==> config.mk <==
export PLATFORM = sky130hd
export DESIGN_NAME = ex_muldiv_unit_flat
export DESIGN_NICKNAME = d
export VERILOG_FILES = /design/src/rtl/ex_muldiv_if.sv /design/src/rtl/ex_muldiv_unit.sv /design/src/flat_wrapper.sv
export SDC_FILE = /design/constraint.sdc
export NUM_CORES = 2
export LEC_CHECK = 0
export CAP_MARGIN = 10
export CORE_MARGIN = 2
export CORE_UTILIZATION = 55
export DETAILED_ROUTE_END_ITERATION = 8
export HOLD_SLACK_MARGIN = 0.06
export PLACE_DENSITY = 0.72
export SETUP_SLACK_MARGIN = 0.5
export SKIP_LAST_GASP = 1
export SYNTH_ARGS = -nofsm -noshare
export SYNTH_HDL_FRONTEND = slang
export SYNTH_SLANG_ARGS = --single-unit
==> constraint.sdc <==
create_clock -name clk -period 27.7 [get_ports clk]
set_clock_uncertainty 0.2 [all_clocks]
set_input_delay 4.155 -clock clk [delete_from_list [all_inputs] [get_ports clk]]
set_output_delay 4.155 -clock clk [all_outputs]
set_load 0.02 [all_outputs]
==> src/rtl/ex_muldiv_if.sv <==
// Request/response bundle between ID/EX, the RV32M multiply/divide unit and EX/MEM.
// The master side issues ops and gates the clock; the slave side is the unit.
interface ex_muldiv_if #(
  parameter int XLEN     = 32,
  parameter int REG_ADDR = 5
);
  logic                clk_en;
  logic                i_flush;
  logic                i_valid;
  logic                o_ready;
  logic [2:0]          i_funct3;
  logic [XLEN-1:0]     i_rs1;
  logic [XLEN-1:0]     i_rs2;
  logic [REG_ADDR-1:0] i_rd;
  logic                o_valid;
  logic [XLEN-1:0]     o_result;
  logic [REG_ADDR-1:0] o_rd;
  logic                o_busy;

  modport master (
    output clk_en, i_flush, i_valid, i_funct3, i_rs1, i_rs2, i_rd,
    input  o_ready, o_valid, o_result, o_rd, o_busy
  );

  modport slave (
    input  clk_en, i_flush, i_valid, i_funct3, i_rs1, i_rs2, i_rd,
    output o_ready, o_valid, o_result, o_rd, o_busy
  );
endinterface

==> src/rtl/ex_muldiv_unit.sv <==
// Multi-cycle RV32M multiply/divide unit: shift-add (or single '*') multiply and
// restoring divide on operand magnitudes, sign fixed up when entering DONE.
module ex_muldiv_unit #(
  parameter int XLEN     = 32,
  parameter int REG_ADDR = 5,
  parameter int FAST_MUL = 1
) (
  input  logic     clk,
  input  logic     rst,
  ex_muldiv_if.slave bus
);
  localparam int CW = $clog2(XLEN);

  typedef enum logic [1:0] {IDLE, MUL, DIV, DONE} state_t;

  state_t              state_reg, state_next;
  logic [CW-1:0]       cnt_reg;
  logic [2*XLEN-1:0]   acc_reg;
  logic [XLEN-1:0]     opb_reg;
  logic [1:0]          funct3_reg;
  logic                neg_reg;
  logic [REG_ADDR-1:0] rd_lat_reg;
  logic [XLEN-1:0]     result_reg;
  logic [REG_ADDR-1:0] rd_reg;

  // Operand decode for the op being offered this cycle
  logic            is_div, a_signed, b_signed, neg_a, neg_b, div_zero, div_ovf, special, accept;
  logic [XLEN-1:0] mag_a, mag_b, special_result;

  assign is_div   = bus.i_funct3[2];
  assign a_signed = is_div ? !bus.i_funct3[0] : (bus.i_funct3[1:0] != 2'b11);
  assign b_signed = is_div ? !bus.i_funct3[0] : !bus.i_funct3[1];
  assign neg_a    = a_signed && bus.i_rs1[XLEN-1];
  assign neg_b    = b_signed && bus.i_rs2[XLEN-1];
  assign mag_a    = neg_a ? -bus.i_rs1 : bus.i_rs1;
  assign mag_b    = neg_b ? -bus.i_rs2 : bus.i_rs2;
  assign div_zero = is_div && (bus.i_rs2 == '0);
  assign div_ovf  = is_div && !bus.i_funct3[0] && (bus.i_rs2 == '1)
                    && (bus.i_rs1 == {1'b1, {(XLEN-1){1'b0}}});
  assign special  = div_zero || div_ovf;
  assign special_result = div_zero ? (bus.i_funct3[1] ? bus.i_rs1 : '1)
                                   : (bus.i_funct3[1] ? '0 : bus.i_rs1);
  assign accept   = bus.i_valid && (state_reg == IDLE) && !bus.i_flush;

  // One iteration step; acc_reg holds {high/remainder, low/quotient}
  logic [XLEN:0]     mul_sum, rem_shift, diff;
  logic [2*XLEN-1:0] mul_step, fast_prod, div_step, acc_iter, mul_full;
  logic [XLEN-1:0]   div_val, div_res, iter_result;
  logic              last;

  assign mul_sum   = {1'b0, acc_reg[2*XLEN-1:XLEN]} + (acc_reg[0] ? {1'b0, opb_reg} : '0);
  assign mul_step  = {mul_sum, acc_reg[XLEN-1:1]};
  assign fast_prod = (2*XLEN)'(acc_reg[XLEN-1:0]) * (2*XLEN)'(opb_reg);
  assign rem_shift = acc_reg[2*XLEN-1:XLEN-1];
  assign diff      = rem_shift - {1'b0, opb_reg};
  assign div_step  = diff[XLEN] ? {rem_shift[XLEN-1:0], acc_reg[XLEN-2:0], 1'b0}
                                : {diff[XLEN-1:0],      acc_reg[XLEN-2:0], 1'b1};
  assign acc_iter  = (state_reg == DIV) ? div_step : ((FAST_MUL != 0) ? fast_prod : mul_step);

  assign mul_full    = neg_reg ? -acc_iter : acc_iter;
  assign div_val     = funct3_reg[1] ? acc_iter[2*XLEN-1:XLEN] : acc_iter[XLEN-1:0];
  assign div_res     = neg_reg ? -div_val : div_val;
  assign iter_result = (state_reg == DIV) ? div_res
                     : ((funct3_reg == 2'b00) ? mul_full[XLEN-1:0] : mul_full[2*XLEN-1:XLEN]);
  assign last        = (cnt_reg == '0);

  always_ff @(posedge clk or posedge rst) begin
    if (rst) begin
      state_reg <= IDLE;
    end else if (bus.clk_en) begin
      state_reg <= state_next;
    end
  end

  always_comb begin
    state_next = state_reg;
    case (state_reg)
      IDLE:     if (bus.i_valid) state_next = !is_div ? MUL : (special ? DONE : DIV);
      MUL, DIV: if (last) state_next = DONE;
      DONE:     state_next = IDLE;
      default:  state_next = IDLE;
    endcase
    if (bus.i_flush) state_next = IDLE;
  end

  always_comb begin
    bus.o_ready = (state_reg == IDLE);
    bus.o_busy  = (state_reg != IDLE);
    bus.o_valid = (state_reg == DONE) && !bus.i_flush;
  end

  always_ff @(posedge clk or posedge rst) begin
    if (rst) begin
      cnt_reg    <= '0;
      acc_reg    <= '0;
      opb_reg    <= '0;
      funct3_reg <= '0;
      neg_reg    <= 1'b0;
      rd_lat_reg <= '0;
      result_reg <= '0;
      rd_reg     <= '0;
    end else if (bus.clk_en) begin
      if (accept) begin
        funct3_reg <= bus.i_funct3[1:0];
        rd_lat_reg <= bus.i_rd;
        acc_reg    <= {{XLEN{1'b0}}, mag_a};
        opb_reg    <= mag_b;
        // Remainder follows the dividend; everything else follows the product sign
        neg_reg    <= (is_div && bus.i_funct3[1]) ? neg_a : (neg_a ^ neg_b);
        cnt_reg    <= (!is_div && FAST_MUL != 0) ? '0 : CW'(XLEN-1);
        if (special) begin
          result_reg <= special_result;
          rd_reg     <= bus.i_rd;
        end
      end else if ((state_reg == MUL || state_reg == DIV) && !bus.i_flush) begin
        acc_reg <= acc_iter;
        if (last) begin
          result_reg <= iter_result;
          rd_reg     <= rd_lat_reg;
        end else begin
          cnt_reg <= cnt_reg - 1'b1;
        end
      end
    end
  end

  assign bus.o_result = result_reg;
  assign bus.o_rd     = rd_reg;
endmodule

==> src/flat_wrapper.sv <==
// flat-port wrapper written by rule: the top's interface ports become plain ports
module ex_muldiv_unit_flat 
#(
  parameter int XLEN     = 32,
  parameter int REG_ADDR = 5,
  parameter int FAST_MUL = 1
)
  (clk, rst, bus_clk_en, bus_i_flush, bus_i_valid, bus_i_funct3, bus_i_rs1, bus_i_rs2, bus_i_rd, bus_o_ready, bus_o_valid, bus_o_result, bus_o_rd, bus_o_busy);
  ex_muldiv_if #(.XLEN(XLEN), .REG_ADDR(REG_ADDR)) bus_i ();
  input  logic clk;
  input  logic rst;
  input wire logic [$bits(bus_i.clk_en)-1:0] bus_clk_en;
  input wire logic [$bits(bus_i.i_flush)-1:0] bus_i_flush;
  input wire logic [$bits(bus_i.i_valid)-1:0] bus_i_valid;
  input wire logic [$bits(bus_i.i_funct3)-1:0] bus_i_funct3;
  input wire logic [$bits(bus_i.i_rs1)-1:0] bus_i_rs1;
  input wire logic [$bits(bus_i.i_rs2)-1:0] bus_i_rs2;
  input wire logic [$bits(bus_i.i_rd)-1:0] bus_i_rd;
  output wire logic [$bits(bus_i.o_ready)-1:0] bus_o_ready;
  output wire logic [$bits(bus_i.o_valid)-1:0] bus_o_valid;
  output wire logic [$bits(bus_i.o_result)-1:0] bus_o_result;
  output wire logic [$bits(bus_i.o_rd)-1:0] bus_o_rd;
  output wire logic [$bits(bus_i.o_busy)-1:0] bus_o_busy;
  assign bus_i.clk_en = bus_clk_en;
  assign bus_i.i_flush = bus_i_flush;
  assign bus_i.i_valid = bus_i_valid;
  assign bus_i.i_funct3 = bus_i_funct3;
  assign bus_i.i_rs1 = bus_i_rs1;
  assign bus_i.i_rs2 = bus_i_rs2;
  assign bus_i.i_rd = bus_i_rd;
  assign bus_o_ready = bus_i.o_ready;
  assign bus_o_valid = bus_i.o_valid;
  assign bus_o_result = bus_i.o_result;
  assign bus_o_rd = bus_i.o_rd;
  assign bus_o_busy = bus_i.o_busy;
  ex_muldiv_unit #(.XLEN(XLEN), .REG_ADDR(REG_ADDR), .FAST_MUL(FAST_MUL)) u_core (.clk(clk), .rst(rst), .bus(bus_i));
endmodule
==> results by group <==
Floorplanning
  – Die Width: 308 um
  – Floorplan row count: roughly 110
  – Starting Density: 55.5%
  – # IOs: 117
  – Core Box Area: ~92000 um2
  – Die Y: 308 um
  – Total die area: 94900 um2

Critical path
  – Crit path required time: between 20 and 30 ns
  – Max stage delay on crit path: 1.22 ns
  – CP max-delay cell: dfrtp_1
  – Most frequent CP cell: fa_1
  – Crit. End Element: flop
  – Crit Path Class: flop to flop
  – WP data arrival: 12.24 ns
  – CP startpoint kind: flop
  – Max FO, Critical Path: 33

Clock tree
  – Worst-Skew Late Latency: ~0.52 ns
  – CTS tree: done
  – H-tree Lvls: 4
  – PostCTS Resize Cnt: 0
  – Clock Root Buffer: clkbuf_16
  – Inserted Clock Buffers: 17
  – Deepest clock path buffer count: 2
  – Sink Count: approximately 150
  – Postcts setup bufs: 0
  – CTS Hold Buffers Added: 0
  – CTS clk-pin slew, worst paths: 0.09 ns

Route
  – Post-DR vias/cell: 6.41
  – DRT Pass-1 Iters: 6
  – Antenna Nets Post-Route: 0
  – Via Count: approximately 47k
  – DR iter-0 viols: 5436
  – WL final: 209000 um
  – DRC Markers: 0
  – WL/cell: approximately 29 um

Placement
  – Port bufs: 116
  – Routability congestion estimate: 1.08
  – Hpwl dp: 165000 um
  – Placed Cells incl. Taps: 7243

Finish
  – Filler Cell Count: approximately 8.4k
  – Cell Count, Final, Fillers Out: around 7.3k
  – Area added between synthesis and finish: 5.45%
  – Layout cells sized above 1: 4.32%
  – Most frequent cells in the layout: 954 x inv_1, 897 x fa_1, 861 x nand2_1
  – Max reg flops: 64
  – Fin util: about 58%
  – Nets: 7358
  – Commonest non-fill, non-tap cell in the layout: inv_1

Synth
  – Post-Syn Area per Cell: roughly 8.2 um2
  – Adder-Cell Fraction of Synth Area: roughly 43%
  – Synth top area cells: fa_1 35%, ha_1 7.5%, dfrtp_1 7.3%
  – Post-Syn Nets: 7498
  – Synth Area in XOR/XNOR: 2.82%
  – Distinct cells, synth: 112
  – Multiplexer share of the synthesized area: 1.35%
  – Post-Synthesis Cells: 6218
  – Synth Area in Compound Gates: 14.2%
  – Mapped Area: 50800 um2
  – Area share of the leading cell type in the synthesized netlist: 35.3%
  – Ys Warns: 0
  – Cell taking the most area after synthesis: fa_1
  – Number of synthesized flops with an enable pin: 0
  – Ys async rst share: 100%
  – Flops & latches, synth: about 150
  – Sequential area share after synthesis: 7.29%
  – Post-Synth Simple-Gate Area: 21.4%
  – Largest family of logic cells by synthesized area: adder cells
  – Synth Flop Type: dfrtp_1

Timing
  – Final setup vio count: 0
  – Fin. Hold Viols: 0
  – Max Freq: 83.2 MHz
  – Hold_ws: 0.283 ns
  – Setup TNS: 0 ns
  – Ratio of final minimum period to clock period: 43.4%
  – Max-slew headroom: 10.5%
  – Fin. max-slew vios: 0
  – RSZ-0062 raised after global routing: no
  – Worst Tran Pin Value: 1.34 ns
  – Minimum clock period: 12.01 ns

Hold path
  – Hold/Removal Path Class: flop to flop

Run status
  – Outcome: finished clean

Global routing
  – Grt total ovfl: 0
  – Number of global-route vias before repair: 47.5k
  – GRT Overall Usage: between 40 and 50%
  – First-pass GRT wire length: 311000 um
  – Largest net degree at the start of global routing: 93
  – Initial antenna violation count: 19

Job
  – Max Cap Viol: 0
## through the flow
stage	worst slack, ns	cell area [um2]
floorplan	18.04	50800
finish	15.69	53600
detailed placement	15.94	53000
global placement	16.03	53000
global route	15.35	53600
CTS	15.97	53600
## worst paths after layout
path,start,depth (start not counted),slack (ns),endpoint
max in group asynchronous,rst,3,21.54,u_core.acc_reg[53]
worst max-delay path,u_core.opb_reg[15],27,15.69,u_core.bus.o_result[26]
worst min-delay path,u_core.acc_reg[21],2,0.28,u_core.acc_reg[21]
worst max register to register,u_core.opb_reg[15],27,15.69,u_core.bus.o_result[26]
min in group asynchronous,rst,2,3.99,u_core.bus.o_result[0]
worst min register to register,u_core.acc_reg[21],2,0.28,u_core.acc_reg[21]
## cell families after synthesis
kind of cell	count (synthesis)
muxes	67
DFF	148
buffers and inverters	1358
xor gates and xnor gates	163
adders and majority gates	1203
and+or+nand+nor	2202
AOI/OAI and AO/OA	1077
## layout make-up
class	count	area, um2	area share (%)
multi-input combinational	4712	42100	78.5
sequential	148	3710	6.91
inverter	959	3600	6.72
timing repair buffer	240	2100	3.92
tap	1186	1480	2.77
clock buffer	17	425	0.794
clock inverter	15	174	0.324
antenna	9	22.5	0.0420
## Yosys cell counts, types with 37 or more instances
master	count
a21oi_1	271
inv_1	956
a31oi_1	46
xnor2_1	93
o21ai_0	263
a21o_1	48
nor2_1	302
mux2i_1	53
clkbuf_1	351
xor2_1	69
nand4_1	66
nor4_1	37
nand3_1	77
or3_1	41
nor3_1	85
and2_1	573
o31ai_1	49
ha_1	306
nand2_1	862
fa_1	897
dfrtp_1	148
## metal layers
| layer | global-route usage, % | share of wire, % | vias to the layer above | wire (um) |
|---|---|---|---|---|
| met1 | 55.7 | 37 | 23483 | 78300 |
| met3 | 11.1 | 10 | 707 | 21200 |
| met2 | 68.9 | 44 | 2706 | 92600 |
| met4 | 29.9 | 8.1 | 10 | 17000 |
| li1 | - | - | 19783 | - |
| met5 | 0 | 0.031 | - | 65 |
## critical path, delay by kind of cell (launching register included)
family / cells / cell delay (ns)
mux: 3 / 1.13
compound gates: 6 / 2.26
simple gates: 5 / 2.30
fa+ha+maj: 9 / 4.53
flops: 1 / 1.22
buf+inv: 4 / 0.21
Power is not shown: default switching activity piles up to over one toggle a cycle in this logic, so the estimate is an artifact.
